File: src/rtl/alu_shift_sequencer_if.sv
// Command, ALU and result channels of alu_shift_sequencer bundled into one interface.
// The slave modport is the sequencer's view; master is the environment (command source, ALU, consumer).
interface alu_shift_sequencer_if #(
    parameter int DATA_W  = 32,
    parameter int SHAMT_W = 5
);
    logic               in_valid;
    logic               in_ready;
    logic [3:0]         in_op;
    logic [DATA_W-1:0]  in_a;
    logic [DATA_W-1:0]  in_b;
    logic [SHAMT_W-1:0] in_shamt;

    logic [DATA_W-1:0]  alu_a;
    logic [DATA_W-1:0]  alu_b;
    logic [3:0]         alu_op;
    logic [DATA_W-1:0]  alu_out;
    logic               alu_zero;

    logic               out_valid;
    logic               out_ready;
    logic [DATA_W-1:0]  out_result;
    logic               out_zero;
    logic               busy;

    modport slave (
        input  in_valid, in_op, in_a, in_b, in_shamt, alu_out, alu_zero, out_ready,
        output in_ready, alu_a, alu_b, alu_op, out_valid, out_result, out_zero, busy
    );

    modport master (
        output in_valid, in_op, in_a, in_b, in_shamt, alu_out, alu_zero, out_ready,
        input  in_ready, alu_a, alu_b, alu_op, out_valid, out_result, out_zero, busy
    );
endinterface

File: src/rtl/alu_shift_sequencer.sv
// Multi-cycle sequencer in front of a 1-bit-shift ALU: N-bit shifts are built by re-issuing the op N times.
// Optional macro ALU_SEQ_EARLY_EXIT_EN: logical shifts stop as soon as the accumulator reaches zero.
module alu_shift_sequencer #(
    parameter int DATA_W  = 32,
    parameter int SHAMT_W = 5
) (
    input  logic                  clk,
    input  logic                  rst_n,
    alu_shift_sequencer_if.slave  seq_io
);
    localparam logic [3:0] OP_SRA = 4'b1000;
    localparam logic [3:0] OP_SLL = 4'b1001;
    localparam logic [3:0] OP_SRL = 4'b1010;
    localparam logic [3:0] OP_ROL = 4'b1100;
    localparam logic [3:0] OP_ROR = 4'b1101;

    typedef enum logic [1:0] {
        IDLE = 2'd0,
        EXEC = 2'd1,
        DONE = 2'd2
    } state_t;

    state_t             state_q;
    logic [3:0]         op_q;
    logic [DATA_W-1:0]  b_q;
    logic [DATA_W-1:0]  acc_q;
    logic [SHAMT_W-1:0] cnt_q;
    logic [SHAMT_W-1:0] cnt_d;
    logic [DATA_W-1:0]  result_q;
    logic               zero_q;
    logic               out_valid_q;
    logic               busy_q;
    logic               is_shift;
    logic               is_logical;

    assign is_shift   = (op_q == OP_SRA) || (op_q == OP_SLL) || (op_q == OP_SRL) ||
                        (op_q == OP_ROL) || (op_q == OP_ROR);
    assign is_logical = (op_q == OP_SLL) || (op_q == OP_SRL);
    assign cnt_d      = cnt_q - SHAMT_W'(1);

    // The operand registers feed the ALU directly, so they hold their last values outside EXEC.
    always_ff @(posedge clk or negedge rst_n) begin
        if (!rst_n) begin
            state_q     <= IDLE;
            op_q        <= '0;
            b_q         <= '0;
            acc_q       <= '0;
            cnt_q       <= '0;
            result_q    <= '0;
            zero_q      <= 1'b0;
            out_valid_q <= 1'b0;
            busy_q      <= 1'b0;
        end else begin
            case (state_q)
                IDLE: begin
                    if (seq_io.in_valid) begin
                        op_q    <= seq_io.in_op;
                        b_q     <= seq_io.in_b;
                        acc_q   <= seq_io.in_a;
                        cnt_q   <= seq_io.in_shamt;
                        busy_q  <= 1'b1;
                        state_q <= EXEC;
                    end
                end
                EXEC: begin
                    if (!is_shift || cnt_q == SHAMT_W'(1)) begin
                        result_q    <= seq_io.alu_out;
                        zero_q      <= seq_io.alu_zero;
                        out_valid_q <= 1'b1;
                        state_q     <= DONE;
                    end else if (cnt_q == '0) begin
                        result_q    <= acc_q;
                        zero_q      <= (acc_q == '0);
                        out_valid_q <= 1'b1;
                        state_q     <= DONE;
`ifdef ALU_SEQ_EARLY_EXIT_EN
                    end else if (is_logical && seq_io.alu_out == '0) begin
                        // Once a logical shift hits zero further iterations cannot change it.
                        result_q    <= '0;
                        zero_q      <= 1'b1;
                        out_valid_q <= 1'b1;
                        state_q     <= DONE;
`endif
                    end else begin
                        acc_q <= seq_io.alu_out;
                        cnt_q <= cnt_d;
                    end
                end
                DONE: begin
                    if (seq_io.out_ready) begin
                        out_valid_q <= 1'b0;
                        busy_q      <= 1'b0;
                        state_q     <= IDLE;
                    end
                end
                default: state_q <= IDLE;
            endcase
        end
    end

`ifndef ALU_SEQ_EARLY_EXIT_EN
    logic unused_logical;
    assign unused_logical = is_logical;
`endif

    assign seq_io.in_ready   = (state_q == IDLE);
    assign seq_io.alu_a      = acc_q;
    assign seq_io.alu_b      = b_q;
    assign seq_io.alu_op     = op_q;
    assign seq_io.out_valid  = out_valid_q;
    assign seq_io.out_result = result_q;
    assign seq_io.out_zero   = zero_q;
    assign seq_io.busy       = busy_q;
endmodule
File: src/flat_wrapper.sv
// flat-port wrapper written by rule: the top's interface ports become plain ports
module alu_shift_sequencer_flat 
#(
    parameter int DATA_W  = 32,
    parameter int SHAMT_W = 5
)
  (clk, rst_n, seq_io_in_valid, seq_io_in_op, seq_io_in_a, seq_io_in_b, seq_io_in_shamt, seq_io_alu_out, seq_io_alu_zero, seq_io_out_ready, seq_io_in_ready, seq_io_alu_a, seq_io_alu_b, seq_io_alu_op, seq_io_out_valid, seq_io_out_result, seq_io_out_zero, seq_io_busy);
  alu_shift_sequencer_if #(.DATA_W(DATA_W), .SHAMT_W(SHAMT_W)) seq_io_i ();
  input  logic clk;
  input  logic rst_n;
  input wire logic [$bits(seq_io_i.in_valid)-1:0] seq_io_in_valid;
  input wire logic [$bits(seq_io_i.in_op)-1:0] seq_io_in_op;
  input wire logic [$bits(seq_io_i.in_a)-1:0] seq_io_in_a;
  input wire logic [$bits(seq_io_i.in_b)-1:0] seq_io_in_b;
  input wire logic [$bits(seq_io_i.in_shamt)-1:0] seq_io_in_shamt;
  input wire logic [$bits(seq_io_i.alu_out)-1:0] seq_io_alu_out;
  input wire logic [$bits(seq_io_i.alu_zero)-1:0] seq_io_alu_zero;
  input wire logic [$bits(seq_io_i.out_ready)-1:0] seq_io_out_ready;
  output wire logic [$bits(seq_io_i.in_ready)-1:0] seq_io_in_ready;
  output wire logic [$bits(seq_io_i.alu_a)-1:0] seq_io_alu_a;
  output wire logic [$bits(seq_io_i.alu_b)-1:0] seq_io_alu_b;
  output wire logic [$bits(seq_io_i.alu_op)-1:0] seq_io_alu_op;
  output wire logic [$bits(seq_io_i.out_valid)-1:0] seq_io_out_valid;
  output wire logic [$bits(seq_io_i.out_result)-1:0] seq_io_out_result;
  output wire logic [$bits(seq_io_i.out_zero)-1:0] seq_io_out_zero;
  output wire logic [$bits(seq_io_i.busy)-1:0] seq_io_busy;
  assign seq_io_i.in_valid = seq_io_in_valid;
  assign seq_io_i.in_op = seq_io_in_op;
  assign seq_io_i.in_a = seq_io_in_a;
  assign seq_io_i.in_b = seq_io_in_b;
  assign seq_io_i.in_shamt = seq_io_in_shamt;
  assign seq_io_i.alu_out = seq_io_alu_out;
  assign seq_io_i.alu_zero = seq_io_alu_zero;
  assign seq_io_i.out_ready = seq_io_out_ready;
  assign seq_io_in_ready = seq_io_i.in_ready;
  assign seq_io_alu_a = seq_io_i.alu_a;
  assign seq_io_alu_b = seq_io_i.alu_b;
  assign seq_io_alu_op = seq_io_i.alu_op;
  assign seq_io_out_valid = seq_io_i.out_valid;
  assign seq_io_out_result = seq_io_i.out_result;
  assign seq_io_out_zero = seq_io_i.out_zero;
  assign seq_io_busy = seq_io_i.busy;
  alu_shift_sequencer #(.DATA_W(DATA_W), .SHAMT_W(SHAMT_W)) u_core (.clk(clk), .rst_n(rst_n), .seq_io(seq_io_i));
endmodule
File: config.mk
export PLATFORM = sky130hd
export DESIGN_NAME = alu_shift_sequencer_flat
export DESIGN_NICKNAME = d
export VERILOG_FILES = /design/src/rtl/alu_shift_sequencer_if.sv /design/src/rtl/alu_shift_sequencer.sv /design/src/flat_wrapper.sv
export SDC_FILE = /design/constraint.sdc
export NUM_CORES = 1
export LEC_CHECK = 0
export CAP_MARGIN = 15
export CORE_ASPECT_RATIO = 0.8
export CORE_MARGIN = 8
export CORE_UTILIZATION = 39
export DETAILED_ROUTE_END_ITERATION = 16
export HOLD_SLACK_MARGIN = 0.15
export PLACE_DENSITY = 0.76
export SLEW_MARGIN = 20
export SYNTH_ARGS = -nofsm -noshare
export SYNTH_HDL_FRONTEND = slang
export SYNTH_SLANG_ARGS = --single-unit
File: constraint.sdc
create_clock -name clk -period 2.15 [get_ports clk]
set_input_delay 0.645 -clock clk [delete_from_list [all_inputs] [get_ports clk]]
set_output_delay 0.645 -clock clk [all_outputs]
set_load 0.02 [all_outputs]
==> flow_summary.yaml <==
pwr:
  p_leak_uw: 0.00318
  power_density_mw_per_mm2: 1650
  irDropWorstVdd_uv: 811
sta:
  setup_viol: 0
  fin_setup_tns_ns: 0
  fmax_mhz: 480
  fin_skew_ns: 0.00633
  period_needed_ns: 2.08
  holdWs_ns: 0.254
  tightest_slew_ns: 0.545
  finalHoldViolCount: 0
  max_slew_margin: 0.634
  post-route-period-util: 0.969
  fin_ws_ns: 0.0657
  rsz0062_at_grt: "no"
  drv_slew: 0
yosys:
  ys_types: 36
  synth_ff_type: "dfrtp_1"
  synthCells: 443
  synth_edf_count: 0
  synth_fp_nets: 559
  synthArstFlopShare: 1.00
  synth_seq_cells: 110
  netlist_top_cells_count: "110 x dfrtp_1, 98 x nor3_1, 75 x mux2_2"
  syn_avg_cell_area_um2: 11.8
  syn_area_mm2: 0.00522
  synth.top_cells.by_area: "dfrtp_1 53%, mux2_2 16%, nor3_1 9.4%, mux2_4 7.2%, nor2_1 2.7%"
  synth_top_area_share: 0.527
  yosysMostFrequentCell: "dfrtp_1"
  synth.largest_area_cell: "dfrtp_1"
  yosysSeqAreaShare: 0.527
  yosys_warnings: 0
clock_tree:
  clk_pin_slew_ns: 0.07
  cts_buffer_depth: 2
  clockRootBuffer: "clkbuf_16"
  tritoncts: "built"
  h-tree-depth: 3
  clk_latency_ns: 0.35
  cts_buffers: 9
  cts.sinks: 110
floorplanning:
  dieHeight_um: 120
  die_area_mm2: 0.0174
  core_area_mm2: 0.0130
  initial_core_util: 0.403
  rows: 37
  io-pin-count: 214
  die_x_um: 145
worst_setup_path:
  timing.critical_path.buf_inv: 1
  critPathMaxFanout: 4
  worstSetupStartpointType: "register"
  cp_top_family: "buffers and inverters"
  cp.required_ns: 1.50
  critPathCaptureType: "output port"
  slowest_stage: "clkdlybuf4s50_1"
  crit_type: "reg2out"
  crit_chain: "clkdlybuf4s50_1"
  critPathArrivalTime_ns: 1.44
  slowest_delay_ns: 0.67
placement:
  io_buffers: 213
  post-dp-hpwl_um: 12400
  dpl_worst_slack_ns: -0.317
  place.gp.congestion: 0.827
routing:
  drt_iter0_drc: 209
  via_per_inst: 5.22
  detail_route.wl_per_cell_um: 19.7
  dr_total_vias: 4370
  drt-pass1-iter-count: 6
  drt-total-wl_um: 16500
  route.detailed.drc: 0
  ant_nets: 0
job:
  cap_violations: 0
global_routing:
  grt_pass1_vias: 4655
  grt_max_degree: 39
  grt_antenna_before_repair: 0
  gr-total-overflow: 0
  grt_pass1_wl_um: 26300
  grt_usage: 0.189
outcome:
  status: "complete, no violations"
final_layout:
  drive_above_1_share: 0.216
  n_antenna_cell: 0
  nNetsFinal: 773
  area_growth_pct: 52.1
hold_path:
  min_path_type: "in2async"
layout make-up:
cell class	count	area, µm²
Fill cell	1006	5020
Sequential cell	110	2750
Timing Repair Buffer	232	2330
Multi-Input combinational cell	297	2320
Clock buffer	9	225
Tap cell	175	219
Clock inverter	7	75.1
Inverter	7	26.3
cell usage in the layout (no fill, tap or decap), types with 2 or more instances in the layout:
master | netlist | layout
nor3_1 | 98 | 98
mux2_4 | 25 | 25
clkinv_2 | 0 | 2
a31oi_1 | 2 | 2
o21a_1 | 2 | 2
nor2_1 | 38 | 38
clkinv_4 | 0 | 4
a311oi_1 | 2 | 2
dfrtp_1 | 110 | 110
nor4_1 | 8 | 8
a21oi_1 | 4 | 4
nand3_1 | 3 | 3
clkdlybuf4s50_1 | 0 | 210
o21ai_0 | 8 | 6
buf_12 | 0 | 5
mux2_2 | 75 | 75
o211a_1 | 2 | 2
clkbuf_16 | 0 | 9
nand2_1 | 5 | 5
buf_4 | 0 | 15
nand2b_1 | 2 | 2
nand4_1 | 4 | 4
ha_1 | 6 | 5
inv_1 | 6 | 6
sequential cells by signal, summed over array words and instances, names as in the netlist:
| signal | cells |
|---|---|
| u_core.seq_io.alu_a | 32 |
| u_core.seq_io.out_zero | 1 |
| u_core.seq_io.alu_op | 4 |
| u_core.seq_io.alu_b | 32 |
| u_core.seq_io.out_result | 32 |
| u_core.state_q | 2 |
| u_core.seq_io.busy | 1 |
| u_core.seq_io.out_valid | 1 |
| u_core.cnt_q | 5 |
routing by layer:
| metal | global-route usage | vias to the layer above | wire (µm) |
|---|---|---|---|
| met5 | 0 | - | 0 |
| met3 | 0.0507 | 25 | 1130 |
| met2 | 0.312 | 186 | 8000 |
| li1 | - | 2034 | - |
| met1 | 0.236 | 2125 | 6950 |
| met4 | 0.0688 | 0 | 418 |
logic make-up (layout without fill, tap and decap cells):
group	Yosys count	after routing	synth area share
DFF	110	110	0.527
muxes	101	101	0.235
AOI/OAI and AO/OA	29	29	0.0429
adders and majority gates	6	6	0.0144
and+or+nand+nor	161	161	0.149
buffers and inverters	36	255	0.0319
report_power, final:
group	total [µW]	switching (µW)	internal, µW
Combinational	7500	3730	3780
Sequential	3960	834	3130
Clock	1680	768	908
Total	13100	5330	7820
repair_timing:
item	CTS	global route
setup buffers	0	0
setup endpoints to repair	9	14
resized for setup	3	4
hold buffers	0	0
pin swaps	0	0
metrics by stage:
stage | std cells | utilization | power (µW) | area [µm²]
3_5_place_dp | 821 | 0.590 | 11500 | 7650
2_1_floorplan | 443 | - | 8150 | 5220
5_1_grt | 837 | 0.613 | 13900 | 7950
3_3_place_gp | 821 | 0.590 | 11300 | 7650
6_report | 837 | 0.613 | 13100 | 7950
4_1_cts | 837 | 0.613 | 13300 | 7950
final timing paths:
check | from | end | slack, ns | cells after the start
min reg2reg | u_core.seq_io.alu_b[2]$_DFFE_PN0P_ | u_core.seq_io.alu_b[2]$_DFFE_PN0P_ | 0.50 | 1
max | u_core.seq_io.alu_a[9]$_DFFE_PN0P_ | seq_io_alu_a[9] | 0.07 | 1
min in group clk | u_core.seq_io.alu_b[2]$_DFFE_PN0P_ | u_core.seq_io.alu_b[2]$_DFFE_PN0P_ | 0.50 | 1
max reg2reg | u_core.cnt_q[0]$_DFFE_PN0P_ | u_core.seq_io.alu_a[13]$_DFFE_PN0P_ | 0.12 | 7
min | rst_n | u_core.seq_io.out_result[19]$_DFFE_PN0P_ | 0.25 | 1
max in group asynchronous | rst_n | u_core.seq_io.alu_b[21]$_DFFE_PN0P_ | 1.33 | 2
No activity file was read; power rests on OpenSTA's default activity.
